==> src/rtl/mem_arbiter.sv <==
`default_nettype none
// ============================================================================
//  Module      : mem_arbiter
//  Description : Two-master round-robin arbiter for a single 12-bit address /
//                16-bit data memory port. Master 0 is the CPU, master 1 is
//                the DMA/program loader. All outputs are registered.
//                Optional macro ARB_TIMEOUT_EN adds an ACCESS-state timeout
//                that aborts a stalled access after TIMEOUT cycles.
//  Reset       : rst_n, asynchronous, active-low.
//  Revision    : 1.0 - initial release
// ============================================================================
module mem_arbiter #(
   parameter int TIMEOUT = 15                 // legal range 1..255
) (
   input  logic        clk,
   input  logic        rst_n,
   input  logic        m0_en,
   input  logic        m0_rdwr,
   input  logic [11:0] m0_addr,
   input  logic [15:0] m0_wdata,
   output logic [15:0] m0_rdata,
   output logic        m0_ack,
   input  logic        m1_en,
   input  logic        m1_rdwr,
   input  logic [11:0] m1_addr,
   input  logic [15:0] m1_wdata,
   output logic [15:0] m1_rdata,
   output logic        m1_ack,
   output logic [11:0] mem_addr,
   output logic [15:0] mem_wdata,
   output logic        mem_rdwr,
   output logic        mem_en,
   input  logic [15:0] mem_rdata,
   input  logic        mem_ack,
   output logic        busy,
   output logic        owner,
   output logic        err
);

   typedef enum logic [1:0] {
      IDLE   = 2'd0,
      ACCESS = 2'd1,
      RESP   = 2'd2
   } state_t;

   state_t      state, state_nxt;
   logic        last, last_nxt;
   logic        owner_nxt;
   logic [11:0] addr_nxt;
   logic [15:0] wdata_nxt;
   logic        rdwr_nxt;
   logic        en_nxt;
   logic [15:0] rdata0_nxt, rdata1_nxt;
   logic        ack0_nxt, ack1_nxt;
   logic        err_nxt;
   logic        busy_nxt;
   logic        win;
   logic        abort;
   logic [15:0] rd_val;

`ifdef ARB_TIMEOUT_EN
   // Compared against count+1 so the abort lands exactly TIMEOUT edges after grant
   localparam logic [8:0] TIMEOUT_LIM = 9'(TIMEOUT);
   logic [7:0] cnt, cnt_nxt;

   // Timeout counter: cleared on grant, advanced every ACCESS cycle
   always_ff @(posedge clk or negedge rst_n) begin
      if (!rst_n) cnt <= 8'd0;
      else        cnt <= cnt_nxt;
   end
`else
   // Timeout depth is irrelevant when the feature is compiled out
   logic [7:0] unused_timeout;
   assign unused_timeout = 8'(TIMEOUT);
`endif

   // State and registered outputs
   always_ff @(posedge clk or negedge rst_n) begin
      if (!rst_n) begin
         state     <= IDLE;
         last      <= 1'b1;          // master 0 wins the first tie
         owner     <= 1'b0;
         mem_addr  <= 12'd0;
         mem_wdata <= 16'd0;
         mem_rdwr  <= 1'b0;
         mem_en    <= 1'b0;
         m0_rdata  <= 16'd0;
         m1_rdata  <= 16'd0;
         m0_ack    <= 1'b0;
         m1_ack    <= 1'b0;
         err       <= 1'b0;
         busy      <= 1'b0;
      end else begin
         state     <= state_nxt;
         last      <= last_nxt;
         owner     <= owner_nxt;
         mem_addr  <= addr_nxt;
         mem_wdata <= wdata_nxt;
         mem_rdwr  <= rdwr_nxt;
         mem_en    <= en_nxt;
         m0_rdata  <= rdata0_nxt;
         m1_rdata  <= rdata1_nxt;
         m0_ack    <= ack0_nxt;
         m1_ack    <= ack1_nxt;
         err       <= err_nxt;
         busy      <= busy_nxt;
      end
   end

   // Arbitration, access tracking and next-output computation
   always_comb begin
      state_nxt  = state;
      last_nxt   = last;
      owner_nxt  = owner;
      addr_nxt   = mem_addr;
      wdata_nxt  = mem_wdata;
      rdwr_nxt   = mem_rdwr;
      en_nxt     = mem_en;
      rdata0_nxt = m0_rdata;
      rdata1_nxt = m1_rdata;
      ack0_nxt   = 1'b0;
      ack1_nxt   = 1'b0;
      err_nxt    = 1'b0;
      win        = 1'b0;
      abort      = 1'b0;
      rd_val     = mem_rdata;
`ifdef ARB_TIMEOUT_EN
      cnt_nxt    = cnt;
`endif

      case (state)
         IDLE: begin
            if (m0_en || m1_en) begin
               // Tie goes to the master that did not win last time
               win       = (m0_en && m1_en) ? ~last : m1_en;
               addr_nxt  = win ? m1_addr  : m0_addr;
               wdata_nxt = win ? m1_wdata : m0_wdata;
               rdwr_nxt  = win ? m1_rdwr  : m0_rdwr;
               owner_nxt = win;
               last_nxt  = win;
               en_nxt    = 1'b1;
               state_nxt = ACCESS;
`ifdef ARB_TIMEOUT_EN
               cnt_nxt   = 8'd0;
`endif
            end
         end

         ACCESS: begin
`ifdef ARB_TIMEOUT_EN
            cnt_nxt = cnt + 8'd1;
            // A real mem_ack in the same cycle takes precedence over the abort
            abort   = !mem_ack && (({1'b0, cnt} + 9'd1) == TIMEOUT_LIM);
`endif
            if (mem_ack || abort) begin
               en_nxt    = 1'b0;
               err_nxt   = abort;
               state_nxt = RESP;
               rd_val    = abort ? 16'hFFFF : mem_rdata;
               if (!mem_rdwr) begin
                  if (owner) rdata1_nxt = rd_val;
                  else       rdata0_nxt = rd_val;
               end
               if (owner) ack1_nxt = 1'b1;
               else       ack0_nxt = 1'b1;
            end
         end

         RESP: begin
            // Requests seen here are stale (still held from the finished access)
            state_nxt = IDLE;
         end

         default: begin
            state_nxt = IDLE;
         end
      endcase

      busy_nxt = (state_nxt != IDLE);
   end

endmodule
`default_nettype wire
==> config.mk <==
export PLATFORM = sky130hd
export DESIGN_NAME = mem_arbiter
export DESIGN_NICKNAME = d
export VERILOG_FILES = /design/src/rtl/mem_arbiter.sv
export SDC_FILE = /design/constraint.sdc
export NUM_CORES = 1
export LEC_CHECK = 0
export CORE_MARGIN = 2
export CORE_UTILIZATION = 36
export CTS_CLUSTER_SIZE = 10
export DETAILED_ROUTE_END_ITERATION = 8
export GPL_ROUTABILITY_DRIVEN = 0
export PLACE_DENSITY = 0.73
export SYNTH_ARGS = -nofsm -noshare
export SYNTH_HDL_FRONTEND = slang
export SYNTH_SLANG_ARGS = --single-unit
==> constraint.sdc <==
create_clock -name clk -period 2.31 [get_ports clk]
set_input_delay 0.462 -clock clk [delete_from_list [all_inputs] [get_ports clk]]
set_output_delay 0.462 -clock clk [all_outputs]
set_load 0.1 [all_outputs]
==> run metrics, run 1 <==
routed vias/inst 4.58; Clock transition at path regs 0.08 ns; Yosys top cell by area dfrtp_1; Initial DRC Count 27; Crit path depth 5; grt ovf 0; Max Clk Rate 568 MHz; synth warn 0; n_diodes 0; TritonCTS clock tree built; Hold Crit Class in2async; routed wire length 6.51 mm; vias in the first global route 2,071; TNS Setup 0 ns; top-area cell type share of the netlist area 57.1%; Main synth FF type dfrtp_1; Clock Skew 0.00876 ns; sequential element share of the synthesized area 58.0%; IO Pins 146; initial antenna violation count 0; cell count after synthesis roughly 190; CP Buf/Inv Count 2; outcome finished, final reports clean; clock sinks 69; core area between 8000 and 9000 um^2; Largest stage delay, worst path 0.52 ns; Worst-Skew Late Latency ~0.33 ns; pin count of the biggest net entering global routing 70; PortBufs 144; WP data arrival between 1.5 and 2 ns; die area 9020 um^2; Cell Chain, Critical Path clkdlybuf4s50_1 -> nand3b_4 -> or3_1 -> buf_4 -> mux2_4; layout cells sized above 1 a little over half; fin nets ~420; root buffer cell clkbuf_8; Hold Slack 0.130 ns; FP Rows 33; antenna viol nets, final 0; final setup fails 0; Initial Util 36.6%; gr usage total 14.3%; Crit path required time around 2.5 ns; family with the most delay on the worst path buffers and inverters; crit path launch type input pin; Synth cell types 20; Routed WL per cell 14.5 um; Yosys reg bits 69; DPL Wire Length between 4 and 5 mm; crit-path max FO 16; Hold Fails Final Rpt 0; Synth area leaders dfrtp_1 57%, mux2_2 30%, mux2_4 5.0%; reg2reg path depth 4; post-CTS sizing 0; RSZ-0062 raised after global routing false; Post-synth EDFFs 0; mapped cell area 2980 um^2; min Tclk post-route approximately 1.8 ns; post-CTS setup buffers 0; Critical Path End Type flop; first-pass GRT wire length 9.92 mm; slack of the critical path 0.550 ns; Syn Area/Cell 15.9 um^2; DRC viols 0; Die Y 95.0 um; DR vias 2,061; Slew Limit Fails 0; Synthesized Nets about 270; pre-CTS setup slack 0.190 ns; Die Width around 95 um; area growth from synthesis to layout 55.5%; Final period util 76.2%; cts-stage hold buffer count 0; CTS buffer count 9; First-pass DRT Iterations 4; Fillers 681; Post-synth ARST share 100%; CTS H-tree depth 3; critical path class in2reg; max_cap viols 0; Crit-path slowest cell clkdlybuf4s50_1; CTS max path bufs 2
state kept, by name, indices dropped and copies added (netlist names):
register / flops
m0_rdata: 16
m1_rdata: 16
mem_wdata: 16
mem_addr: 12
state: 2
busy: 1
last: 1
m0_ack: 1
m1_ack: 1
mem_en: 1
mem_rdwr: 1
owner: 1
worst reg2reg max path: stages, from the launching register on:
cell and delay (ns):
dfstp_2 0.54, a21bo_2 0.16, buf_12 0.19, mux2_2 0.37, mux2_2 0.26
metal layers:
metal  vias up  share of wire (%)  global-route usage, %
met5         -                  0                      0
met4         0                2.0                   6.76
met3        14                9.1                   4.47
met2        82                 47                   22.8
met1       996                 42                   17.8
li1        969                  -                      -
stage by stage:
step | instances | cell area (um^2) | util [%]
2_1_floorplan | 188 | 2980 | -
3_3_place_gp | 434 | 4410 | 54.3
3_5_place_dp | 434 | 4410 | 54.3
4_1_cts | 450 | 4640 | 57.0
5_1_grt | 450 | 4640 | 57.0
6_report | 450 | 4640 | 57.0
Yosys cell counts, types with 2 or more instances:
cell type / instances
mux2_4: 10
mux2i_1: 2
buf_2: 6
buf_4: 2
nor3_1: 2
nor2_1: 4
inv_1: 3
dfrtp_1: 68
mux2_2: 80
kinds of logic after synthesis:
group                  count (synthesis)  share of synthesized area, %
and+or+nand+nor                       11                          2.39
buffers and inverters                 13                          2.94
AOI/OAI and AO/OA                      2                         0.630
other                                  1                         0.126
muxes                                 92                          35.9
DFF                                   69                          58.0
cell type report:
cell class	instances	area [um^2]	share of cell area [%]
Tap cell	105	131	2.83
Inverter	3	11.3	0.243
Clock inverter	2	38.8	0.837
Sequential cell	69	1730	37.3
Clock buffer	14	183	3.94
Timing Repair Buffer	151	1370	29.6
Multi-Input combinational cell	106	1170	25.2
cells in the final DEF, fill, tap and decap left out, types with 2 or more instances in the layout:
cell,count
mux2_2,80
clkdlybuf4s50_1,77
buf_4,69
dfrtp_1,68
clkbuf_8,13
mux2_4,10
nor2_1,4
buf_12,4
inv_1,3
nor3_2,2
mux2i_1,2
worst paths after layout:
path,endpoint,startpoint,slack [ns]
setup / recovery,m1_rdata[9],mem_ack,0.55
hold / removal,state[0],rst_n,0.13
setup reg to reg,mem_wdata[14],last,0.69
hold reg to reg,last,last,0.48
max in group asynchronous,m1_rdata[0],rst_n,1.86
min in group clk,last,last,0.48
Power of run 1 is left out: the tool's default activity adds up to more than one toggle a clock period on the data nets, which glitch-free logic cannot reach.
==> run 2: changes to the inputs <==
- clock period: 2.31 -> 1.78 ns (I/O delays scaled with it)
==> run 2 against run 1 <==
  * Count of clock-buffer cells in the layout shrank 4
  * Worst setup slack worse by 0.42 ns
  * Flip-flop and latch count unchanged
==> run metrics, run 2 (same netlist as run 1, synthesis figures left out) <==
outcome finished, final reports clean; Slew Limit Fails 0; reg2reg path depth 4; min Tclk post-route ~1.6 ns; Die Width about 95 um; IO Pins 146; CTS buffer count 9; Max Clk Rate 608 MHz; fin util 68.1%; Die Y 95.0 um; Critical R2R Capture mem_wdata[15]; Fillers 546; RSZ-0062 raised after global routing false; Hold Crit Class in2async; gr usage total approximately 17%; crit-path max FO 23; Critical Path End Type flop; die area 9020 um^2; core area 8130 um^2; Crit path required time around 2 ns; area growth from synthesis to layout 85.9%; grt ovf 0; First-pass DRT Iterations 2; root buffer cell clkbuf_8; commonest non-fill, non-tap cell in the layout mux2_2; pin count of the biggest net entering global routing 70; routed wire length 7.37 mm; Clock Skew roughly 0.012 ns; most frequent cells in the layout 80 x mux2_2, 77 x clkdlybuf4s50_1, 71 x buf_12; CP startpoint last; Worst-Skew Late Latency around 0.34 ns; DPL Wire Length 5.51 mm; initial antenna violation count 0; DR vias around 2.1k; Initial Util 36.6%; fin nets 423; PortBufs 144; vias in the first global route 2,334; CTS H-tree depth 3; first-pass GRT wire length 11.7 mm; Hold Fails Final Rpt 0; n_diodes 0; routed vias/inst approximately 4.6; post-CTS sizing 0; crit path launch type flop; Initial DRC Count 47; clock sinks just under 70; Routed WL per cell 16.2 um; biggest regs m0_rdata (16), m1_rdata (16), mem_wdata (16); r2r setup slk 0.14 ns; Final period util 92.4%; max_cap viols 0; critical path class reg2reg; Clock transition at path regs approximately 0.070 ns; slack of the critical path ~0.14 ns; DRC viols 0; TNS Setup 0 ns; antenna viol nets, final 0; final setup fails 0; pre-CTS setup slack -0.180 ns; post-CTS setup buffers 0; TritonCTS clock tree built; layout cells sized above 1 55.0%; Hold Slack 0.0159 ns; WP data arrival 1.87 ns; CTS max path bufs 2; worst reg2reg path startpoint last; cts-stage hold buffer count 0; FP Rows 33
[run 2: changes by cell type in the layout (fill, tap and decap cells not counted), moves of 2 or more]
cell	previous run	this run
buf_12	4	71
clkbuf_8	13	10
dfrtp_1	68	66
bufinv_16	1	3
buf_4	69	6
clkinvlp_4	0	2
[run 2: critical path, stage by stage (launching register included)]
cell	delay (ns)
dfstp_2	0.56
a21bo_2	0.17
buf_12	0.18
mux2_2	0.36
mux2_2	0.26
[run 2: area by class of cell]
cell class	count	area, um^2	share of cell area [%]
clock buffers	10	138	2.48
clock inverters	6	110	1.99
flip-flops and latches	69	1730	31.3
multi-input cells	106	1180	21.2
well taps	105	131	2.37
inverters	3	11.3	0.203
repair buffers	155	2240	40.5
[run 2: layer usage]
metal / wire length [um] / track usage [%] / vias up
met1: 2830 / 20.5 / 1027
met2: 3800 / 28.9 / 82
met4: 91 / 5.80 / 0
li1: - / - / 975
met5: 0 / 0 / -
met3: 655 / 5.91 / 9
[run 2: through the flow]
step                      cell area, um^2  std cells
after floorplan                      2990        188
after global placement               5290        438
after detailed placement             5290        438
after CTS                            5540        454
after global routing                 5540        454
final                                5540        454
[run 2: worst max-delay path by stage]
stage,to,slack [ns],depth (start not counted)
final,mem_wdata[15],0.14,4
after detailed placement,mem_wdata[13],-0.18,5
after global routing,mem_wdata[15],0.1,4
after floorplan,m1_rdata[10],0.006,5
after global placement,m1_rdata[15],-0.14,5
after CTS,mem_wdata[6],0.13,4
Power of run 2 is left out for the same reason.
==> run 3: changes to the inputs <==
- PLACE_DENSITY: 0.73 -> not set
- PLACE_DENSITY_LB_ADDON: not set -> 0.3
==> run 3 against run 2 <==
  * Flip-flop and latch count unchanged
  * Non-clock buffer count up 1
  * Via count up 2.4%
  * Critical path type unchanged
==> run metrics, run 3 (same netlist as run 1, synthesis figures left out) <==
grt ovf 0; RSZ-0062 raised after global routing false; routed vias/inst 4.72; FP Rows 33; CTS H-tree depth 3; die area 9020 um^2; CTS max path bufs 2; PortBufs 144; pin count of the biggest net entering global routing 70; Worst-Skew Late Latency ~0.34 ns; area growth from synthesis to layout 85.8%; critical path class reg2reg; gr usage total between 10% and 20%; Initial DRC Count 36; Routed WL per cell 16.1 um; fin nets ~420; n_diodes 0; Max Clk Rate approximately 600 MHz; post-CTS sizing 0; DPL Wire Length between 5 and 6 mm; DR vias 2,144; vias in the first global route 2,302; Critical R2R Capture mem_wdata[7]; commonest non-fill, non-tap cell in the layout mux2_2; Hold Crit Class in2async; Crit-path slowest cell dfstp_2; most frequent cell on the critical path mux2_2; biggest regs m0_rdata (16), m1_rdata (16), mem_wdata (16); first-pass GRT wire length 11.5 mm; layout cells sized above 1 55.0%; Hold Fails Final Rpt 0; crit-path max FO 20; reg2reg path depth 4; outcome finished, final reports clean; IO Pins 146; CTS buffer count 9; core area 8130 um^2; Die Y 95.0 um; Clock transition at path regs 0.08 ns; crit path launch type flop; final setup fails 0; Fillers approximately 570; post-CTS setup buffers 0; Initial Util 36.6%; cts-stage hold buffer count 0; Slew Limit Fails 0; root buffer cell clkbuf_8; most frequent cells in the layout 80 x mux2_2, 77 x clkdlybuf4s50_1, 71 x buf_12; Cell Chain, Critical Path a21bo_2 -> buf_12 -> mux2_2 -> mux2_2; clock sinks 69; Clock Skew 0.0131 ns; antenna viol nets, final 0; worst reg2reg path startpoint last; r2r setup slk 0.16 ns; min Tclk post-route approximately 1.6 ns; routed wire length 7.32 mm; CP startpoint last; DRC viols 0; initial antenna violation count 0; Crit path required time 2.00 ns; Die Width between 90 and 100 um; First-pass DRT Iterations 2; Largest stage delay, worst path between 0.5 and 0.6 ns; WP data arrival 1.84 ns; Critical Path End Type flop; TritonCTS clock tree built; Final period util 90.9%; fin util 68.1%; max_cap viols 0
[run 3: cell type report]
cell class	instances	area, um^2	share of cell area [%]
flip-flops and latches	69	1730	31.3
clock buffers	9	124	2.24
inverters	3	11.3	0.203
well taps	105	131	2.37
repair buffers	156	2250	40.6
multi-input cells	106	1180	21.2
clock inverters	6	111	2.01
[run 3: critical path, delay by kind of cell, from the launching register on]
family,cells,cell delay (ns)
mux,2,0.61
flops,1,0.53
compound gates,1,0.18
buf+inv,1,0.17
[run 3: how the worst max path moves through the flow]
stage	end	slack, ns
5_1_grt	mem_addr[1]	0.12
6_report	mem_wdata[7]	0.16
2_1_floorplan	m1_rdata[10]	0.006
3_3_place_gp	mem_wdata[3]	-0.15
3_5_place_dp	m0_rdata[3]	-0.17
4_1_cts	mem_addr[1]	0.15
[run 3: metrics by stage]
stage | instances | hold WS, ns | setup TNS (ns) | worst slack (ns) | instance area, um^2
2_1_floorplan | 188 | 0.0604 | 0 | 0.00559 | 2990
3_3_place_gp | 439 | 0.411 | -7.85 | -0.148 | 5300
3_5_place_dp | 439 | 0.415 | -9.35 | -0.175 | 5300
4_1_cts | 454 | 0.0385 | 0 | 0.147 | 5540
5_1_grt | 454 | 0.0472 | 0 | 0.115 | 5540
6_report | 454 | 0.0282 | 0 | 0.161 | 5540
[run 3: layer usage]
layer | vias up | routed length (um) | global-route usage (%)
met5 | - | 0 | 0
met3 | 9 | 526 | 4.55
met2 | 72 | 3930 | 30.0
li1 | 981 | - | -
met1 | 1082 | 2750 | 18.8
met4 | 0 | 121 | 7.25
Power of run 3 is left out for the same reason.
